[src/rtl/comm_arbiter.sv]
// -----------------------------------------------------------------------------
// comm_arbiter
//
// Arbitrates between three serial engines (UART, SPI, I2C). Each engine
// signals that it has a result byte ready. The arbiter grants one engine,
// captures its byte and sends that byte to the host over a shared 4-bit
// ready/valid bus, high nibble first.
//
// A nibble that waits HOLD_MAX cycles for the host is abandoned. The whole
// byte is then dropped and a one-cycle drop pulse is raised.
//
// Build option:
//   COMM_ARB_FIXED_PRIO_EN  when defined, fixed priority I2C > SPI > UART
//                           and no round-robin pointer. When undefined
//                           (default), round-robin arbitration.
//
// Parameters:
//   HOLD_MAX   1..255  stall cycles tolerated per nibble before the drop
//
// Ports:
//   clk        in   single clock, rising edge
//   reset      in   asynchronous, active-high reset
//   req[2:0]   in   byte-ready level per engine (0 UART, 1 SPI, 2 I2C)
//   data_u     in   UART result byte, valid while req[0] is high
//   data_s     in   SPI result byte, valid while req[1] is high
//   data_i     in   I2C result byte, valid while req[2] is high
//   ack[2:0]   out  one-cycle capture pulse to the granted engine
//   nib_out    out  nibble on the host bus
//   nib_valid  out  nib_out is valid
//   nib_ready  in   host accepts the nibble when nib_valid is also high
//   nib_last   out  the low (second) nibble is being presented
//   src_id     out  source of the byte in flight (0 UART, 1 SPI, 2 I2C)
//   drop       out  one-cycle pulse when a byte is abandoned on timeout
//   busy       out  arbiter is not idle
// -----------------------------------------------------------------------------
module comm_arbiter #(
    parameter int HOLD_MAX = 255
) (
    input  logic       clk,
    input  logic       reset,
    input  logic [2:0] req,
    input  logic [7:0] data_u,
    input  logic [7:0] data_s,
    input  logic [7:0] data_i,
    output logic [2:0] ack,
    output logic [3:0] nib_out,
    output logic       nib_valid,
    input  logic       nib_ready,
    output logic       nib_last,
    output logic [1:0] src_id,
    output logic       drop,
    output logic       busy
);

    localparam logic [1:0] ST_IDLE = 2'd0;
    localparam logic [1:0] ST_HI   = 2'd1;
    localparam logic [1:0] ST_LO   = 2'd2;

    localparam logic [7:0] HOLD_LIMIT = 8'(HOLD_MAX);

    logic [1:0] state;
    logic [3:0] lo_nib;      // only the low nibble needs keeping past the grant
    logic [7:0] hold_cnt;

    logic       xfer;
    logic       timeout;
    logic       grant_en;
    logic [1:0] grant;
    logic [7:0] grant_byte;

    // -------------------------------------------------------------------------
    // Status decode
    // -------------------------------------------------------------------------
    assign nib_valid = (state == ST_HI) || (state == ST_LO);
    assign nib_last  = (state == ST_LO);
    assign busy      = (state != ST_IDLE);

    assign xfer      = nib_valid && nib_ready;
    assign timeout   = nib_valid && (hold_cnt == HOLD_LIMIT);
    // A transfer in the same cycle as the timeout wins.
    assign drop      = timeout && !xfer;

    assign grant_en  = (state == ST_IDLE) && (req != 3'b000);

    // -------------------------------------------------------------------------
    // Grant selection
    // -------------------------------------------------------------------------
`ifdef COMM_ARB_FIXED_PRIO_EN
    always_comb begin
        if (req[2]) begin
            grant = 2'd2;
        end else if (req[1]) begin
            grant = 2'd1;
        end else begin
            grant = 2'd0;
        end
    end
`else
    logic [1:0] last;
    logic [1:0] ord0;
    logic [1:0] ord1;
    logic [1:0] ord2;

    // Search order begins one past the last winner and wraps modulo 3.
    always_comb begin
        case (last)
            2'd0: begin
                ord0 = 2'd1;
                ord1 = 2'd2;
                ord2 = 2'd0;
            end
            2'd1: begin
                ord0 = 2'd2;
                ord1 = 2'd0;
                ord2 = 2'd1;
            end
            default: begin
                ord0 = 2'd0;
                ord1 = 2'd1;
                ord2 = 2'd2;
            end
        endcase

        // With req != 0 and the first two candidates idle, the third must be
        // requesting, so a grant never targets a low req bit.
        if (req[ord0]) begin
            grant = ord0;
        end else if (req[ord1]) begin
            grant = ord1;
        end else begin
            grant = ord2;
        end
    end

    always_ff @(posedge clk or posedge reset) begin
        if (reset) begin
            last <= 2'd2;
        end else if (grant_en) begin
            last <= grant;
        end
    end
`endif

    always_comb begin
        case (grant)
            2'd1:    grant_byte = data_s;
            2'd2:    grant_byte = data_i;
            default: grant_byte = data_u;
        endcase
    end

    // -------------------------------------------------------------------------
    // Control FSM and output registers
    // -------------------------------------------------------------------------
    always_ff @(posedge clk or posedge reset) begin
        if (reset) begin
            state    <= ST_IDLE;
            lo_nib   <= '0;
            hold_cnt <= '0;
            ack      <= '0;
            nib_out  <= '0;
            src_id   <= '0;
        end else begin
            ack <= '0;
            case (state)
                ST_IDLE: begin
                    if (grant_en) begin
                        state    <= ST_HI;
                        lo_nib   <= grant_byte[3:0];
                        nib_out  <= grant_byte[7:4];
                        src_id   <= grant;
                        ack      <= 3'b001 << grant;
                        hold_cnt <= '0;
                    end
                end

                ST_HI: begin
                    if (xfer) begin
                        state    <= ST_LO;
                        nib_out  <= lo_nib;
                        hold_cnt <= '0;
                    end else if (timeout) begin
                        state    <= ST_IDLE;
                        hold_cnt <= '0;
                    end else begin
                        hold_cnt <= hold_cnt + 8'd1;
                    end
                end

                ST_LO: begin
                    if (xfer) begin
                        state    <= ST_IDLE;
                        hold_cnt <= '0;
                    end else if (timeout) begin
                        state    <= ST_IDLE;
                        hold_cnt <= '0;
                    end else begin
                        hold_cnt <= hold_cnt + 8'd1;
                    end
                end

                default: begin
                    state    <= ST_IDLE;
                    hold_cnt <= '0;
                end
            endcase
        end
    end

endmodule

[config.mk]
export PLATFORM = sky130hd
export DESIGN_NAME = comm_arbiter
export DESIGN_NICKNAME = d
export VERILOG_FILES = /design/src/rtl/comm_arbiter.sv
export SDC_FILE = /design/constraint.sdc
export NUM_CORES = 1
export LEC_CHECK = 0
export BUFFER_PORTS_ARGS = -buffer_cell sky130_fd_sc_hd__buf_2
export CORE_MARGIN = 2
export CORE_UTILIZATION = 51
export DETAILED_ROUTE_END_ITERATION = 10
export GPL_ROUTABILITY_DRIVEN = 0
export PLACE_DENSITY = 0.83
export SKIP_CTS_REPAIR_TIMING = 1
export SLEW_MARGIN = 20
export SYNTH_ARGS = -nofsm -noshare
export SYNTH_HDL_FRONTEND = slang
export SYNTH_SLANG_ARGS = --single-unit
[constraint.sdc]
create_clock -name clk -period 2.6 [get_ports clk]
set_clock_uncertainty 0.05 [all_clocks]
set_input_delay 0.39 -clock clk [delete_from_list [all_inputs] [get_ports clk]]
set_output_delay 0.39 -clock clk [all_outputs]
set_load 0.005 [all_outputs]
**Yosys cells after proc, flatten, opt, wreduce, memory -nomap -nowiden**

Index checks and enable logic that the tools add are counted.

- Bits in registers: 25
- Input port bits: 30
- Output and inout port bits: 13
- Word-level logic and storage cells: 57

- Add/sub/neg operators: 1
- $lt $le $gt $ge: 2
- Eq/ne operators: 8
- Shifts and indexed selects: 1
- Multiplexer cells: 24
- Reductions and logical operators: 14

Operator list:

| cell | number |
|---|---|
| 8-bit one-hot mux with 2 select lines | 2 |
| 8-bit 2-to-1 mux | 3 |
| 2-bit 2-to-1 mux | 6 |
| 2-bit one-hot mux with 2 select lines | 3 |
| 8-bit by 1-bit adder with 8-bit output, second input constant | 1 |
| 8-bit == test, second input constant | 1 |
| 4-bit 2-to-1 mux | 2 |
| 4-bit one-hot mux with 2 select lines | 1 |
| 2-bit by 1-bit == test with 1-bit output, second input constant | 3 |
| 2-bit by 3-bit < comparator with 1-bit output, second input constant | 2 |
| 3-bit 2-to-1 mux | 2 |
| 2-bit one-hot mux with 3 select lines | 1 |
| 1-bit binary-select mux with 2-bit select | 2 |
| 2-bit == test, second input constant | 2 |
| 1-bit logical AND | 4 |
| 2-bit zero test | 2 |
| 2-bit inequality test, second input constant | 2 |
| 2-bit nonzero test | 2 |
| 3-bit AND reduction | 1 |
| 3-bit nonzero test | 1 |
| 1-bit by 2-bit left shift with 3-bit output, first input constant | 1 |
| 1-bit 2-to-1 mux | 2 |
| 2-bit AND reduction | 1 |
| 2-bit OR reduction | 1 |
| 2 further kinds | 2 |

**Depth between registers and ports, before layout**

- Depth in word-level cells: 10
- Depth in mapped cells: 10
- Mapped depth without buffers: 9

**Worst setup path before layout**

OpenSTA, ideal clock, no wires.

- Path type: input port to flip-flop
- Start point: input req[0]
- End point: register nib_out[1]
- Setup time: 141 ps
- Arrival: 2,006 ps
- Data required time: 2,409 ps
- Path slack: 403 ps
- Stages: 9
- Buffers on the path: 2
- Path through: or3b_1 -> a21oi_1 -> a31oi_1 -> ha_1 -> clkbuf_1 -> clkbuf_1 -> a211oi_1 -> a21oi_1 -> a21oi_1

- Cells in the longest elaborated chain, start to end: 8
- Elaborated cells on any way between the ends: 15
- Classes of those cells: eq/ne (3); mux (9); reduce/logical (3)

Ends and longest elaborated chain:

| element | RTL line | source |
|---|---|---|
| start, declared | 41 | `input logic [2:0] req,` |
| 1-bit binary-select mux with 2-bit select | 128 | `end else if (req[ord1]) begin` |
| 1-bit 2-to-1 mux (not written as such) | 128 |  |
| 2-bit 2-to-1 mux | 128 |  |
| 2-bit 2-to-1 mux | 126 | `if (req[ord0]) begin` |
| 2-bit == test or 2-bit by 1-bit == test with 1-bit output (tied branches) | 145 | `case (grant)` |
| 8-bit one-hot mux with 2 select lines | 145 |  |
| 4-bit 2-to-1 mux | 167 | `if (grant_en) begin` |
| 4-bit one-hot mux with 2 select lines | 165 | `case (state)` |
| end signal, assigned | 170 | `nib_out <= grant_byte[7:4];` |
| end signal, assigned | 180 | `nib_out <= lo_nib;` |
| end, declared | 46 | `output logic [3:0] nib_out,` |

Several ways; a longest one is shown, not always the timed one. The select of a mux whose other input is x is not followed.
A chain may end at the register's enable or synchronous reset.

==> run metrics <==
via density per instance=5.79; CP max stage delay=560 ps; DRC=0; DR iter-0 viols=45; CTS clock-pin slew for the worst setup and hold paths=130 ps; Mean Syn Cell Area=8.68 um^2; Clock Tree Buf Depth=2; Initial Util=53.0%; register area share after synthesis=41.5%; DP Wirelength=2570 um; Syn Inst Count=167; root buf cell=clkbuf_4; final hold vios=0; post-route antenna net violation count=0; Final Cycle Share=85.7%; Yosys reg bits=24; die area=3280 um^2; leakage power figure=0.825 nW; crit-path cells=or3b_1, a21oi_1, a31oi_1, ha_1, nor2_1, a211oi_1, a21oi_1, a21oi_1; fraction of layout cells with a size suffix above 1=25.2%; Final Instance Count excl. Fillers=237; largest net degree at the start of global routing=25; drt first pass iters=4; PortBufs=42; I/O pin count=43; H-tree level count=1; Worst IR Drop VDD=0.616 mV; Yosys cell types=37; insertion delay to the later sink of the worst-skew pair=310 ps; Ant. Diodes=0; routed length per placed instance=14.1 um; Tot GR Track Use=21.3%; max_slew headroom=38.1%; Tightest Pin Transition=927 ps; Fin Setup TNS=0 ps; # rows=19; post-route minimum period=2230 ps; TritonCTS clock tree=built; R2R depth=8; Hold WS=211 ps; first-pass GRT wire length=5530 um; initial antenna violation count=0; required time of the critical path=2790 ps; PD cells=1060 nW/um^2; critical path class=flip-flop to flip-flop; Via Count=1,372; multi-input logic area=767 um^2; Max-cap violations=0; WP data arrival=2420 ps; core footprint=2730 um^2; TritonCTS buffer count=3; Post-Syn Area=1450 um^2; Post-synth top flop=dfrtp_1; Worst Path Max Fanout=16; FF+latch area=602 um^2; Min-Delay Path Class=input port to asynchronous set/reset pin; RSZ-0062 raised after global routing=false; asr flop ratio synth=100%; Detailed Route WL=3340 um; Startpoint Class=flip-flop; status=finished, final reports clean; EDFF count, synth=0; DP Cell Count=233; Chip Height=57.3 um; setup violators final=0; Fmax achieved=449 MHz; most frequent CP cell=a21oi_1; grt ovf=0; vias in the first global route=1,311; leading cell types in the layout, fill and taps excluded=42 x buf_2, 23 x dfrtp_1, 20 x nor2_1; Syn. warnings=0; Die Wd=57.3 um; Crit. End Element=flip-flop; Synth-to-Final Area Change=17.3%; Slowest cell on crit path=ha_1; commonest non-fill, non-tap cell in the layout=buf_2; syn_nets=205; Filler Cell Count=231; CTS sink count=24; # nets final=245; Pins Over Slew Limit=0
## per-layer routing
metal  share of wire (%)  wire (um)  vias up  global-route usage [%]
met5                   0          0        -                       0
met4                0.96         32        0                    7.97
met3                 5.8        193        4                    2.49
met2                  51       1690       57                    38.9
met1                  43       1420      636                    25.7
li1                    -          -      675                       -
## cells by family after synthesis
kind of cell	Yosys count	synth area share, %
buffers and inverters	18	5.53
AND/OR/NAND/NOR	59	20.5
flip-flops	24	41.5
adder cells (fa/ha/maj)	8	6.91
AO/OA/AOI/OAI	57	24.9
multiplexers	1	0.691
## cell type report
type,instances,share of cell area (%)
clock buffer,4,2.14
inverter,10,2.21
multi-input combinational,125,45.1
sequential,24,35.4
tap,31,2.28
timing repair buffer,43,12.8
## report_power, final
group / internal [mW] / switching (mW) / total, mW
clock: 0.0855 / 0.107 / 0.193
sequential: 0.515 / 0.0856 / 0.601
combinational: 0.409 / 0.592 / 1.00
total: 1.01 / 0.785 / 1.79
## path summary, 6_finish.rpt
kind	start	to	slack, ps
setup / recovery	src_id[0]	nib_out[0]	370
hold / removal	reset	hold_cnt[2]	210
setup reg to reg	src_id[0]	nib_out[0]	370
hold reg to reg	lo_nib[1]	lo_nib[1]	460
max in group asynchronous	reset	hold_cnt[5]	1730
min in group clk	data_u[0]	lo_nib[0]	320
## cells in the mapped netlist (all sizes together), types with 4 or more instances
master / number / area [um^2]
nand2b: 4 / 25.0
ha: 8 / 100
a22oi: 8 / 60.1
nand2: 19 / 71.3
buf: 6 / 35.0
dfrtp: 23 / 576
o21ai: 18 / 93.8
inv: 10 / 37.5
nand3: 4 / 20.0
a21oi: 12 / 60.1
nor2: 20 / 75.1
a211oi: 5 / 37.5
## stage by stage
step	setup slack, ps	utilization [%]	total power [mW]	cell area [um^2]
5_1_grt	159	62.2	1.94	1700
3_5_place_dp	219	60.8	1.60	1660
3_3_place_gp	280	60.8	1.54	1660
2_1_floorplan	403	-	1.32	1450
4_1_cts	369	62.2	1.80	1700
6_report	373	62.2	1.79	1700
## state kept, by name, indices dropped and copies added (netlist names)
register  count
lo_nib        4
state         2
src_id        2
nib_out       4
last          1
hold_cnt      8
ack           3
## critical path, delay by kind of cell, from the launching register on
family                   cells  cell delay (ps)
adder cells (fa/ha/maj)      1              560
AND/OR/NAND/NOR              2              440
AO/OA/AOI/OAI                5              690
flip-flops                   1              410
(Power assumes the default switching activity.)
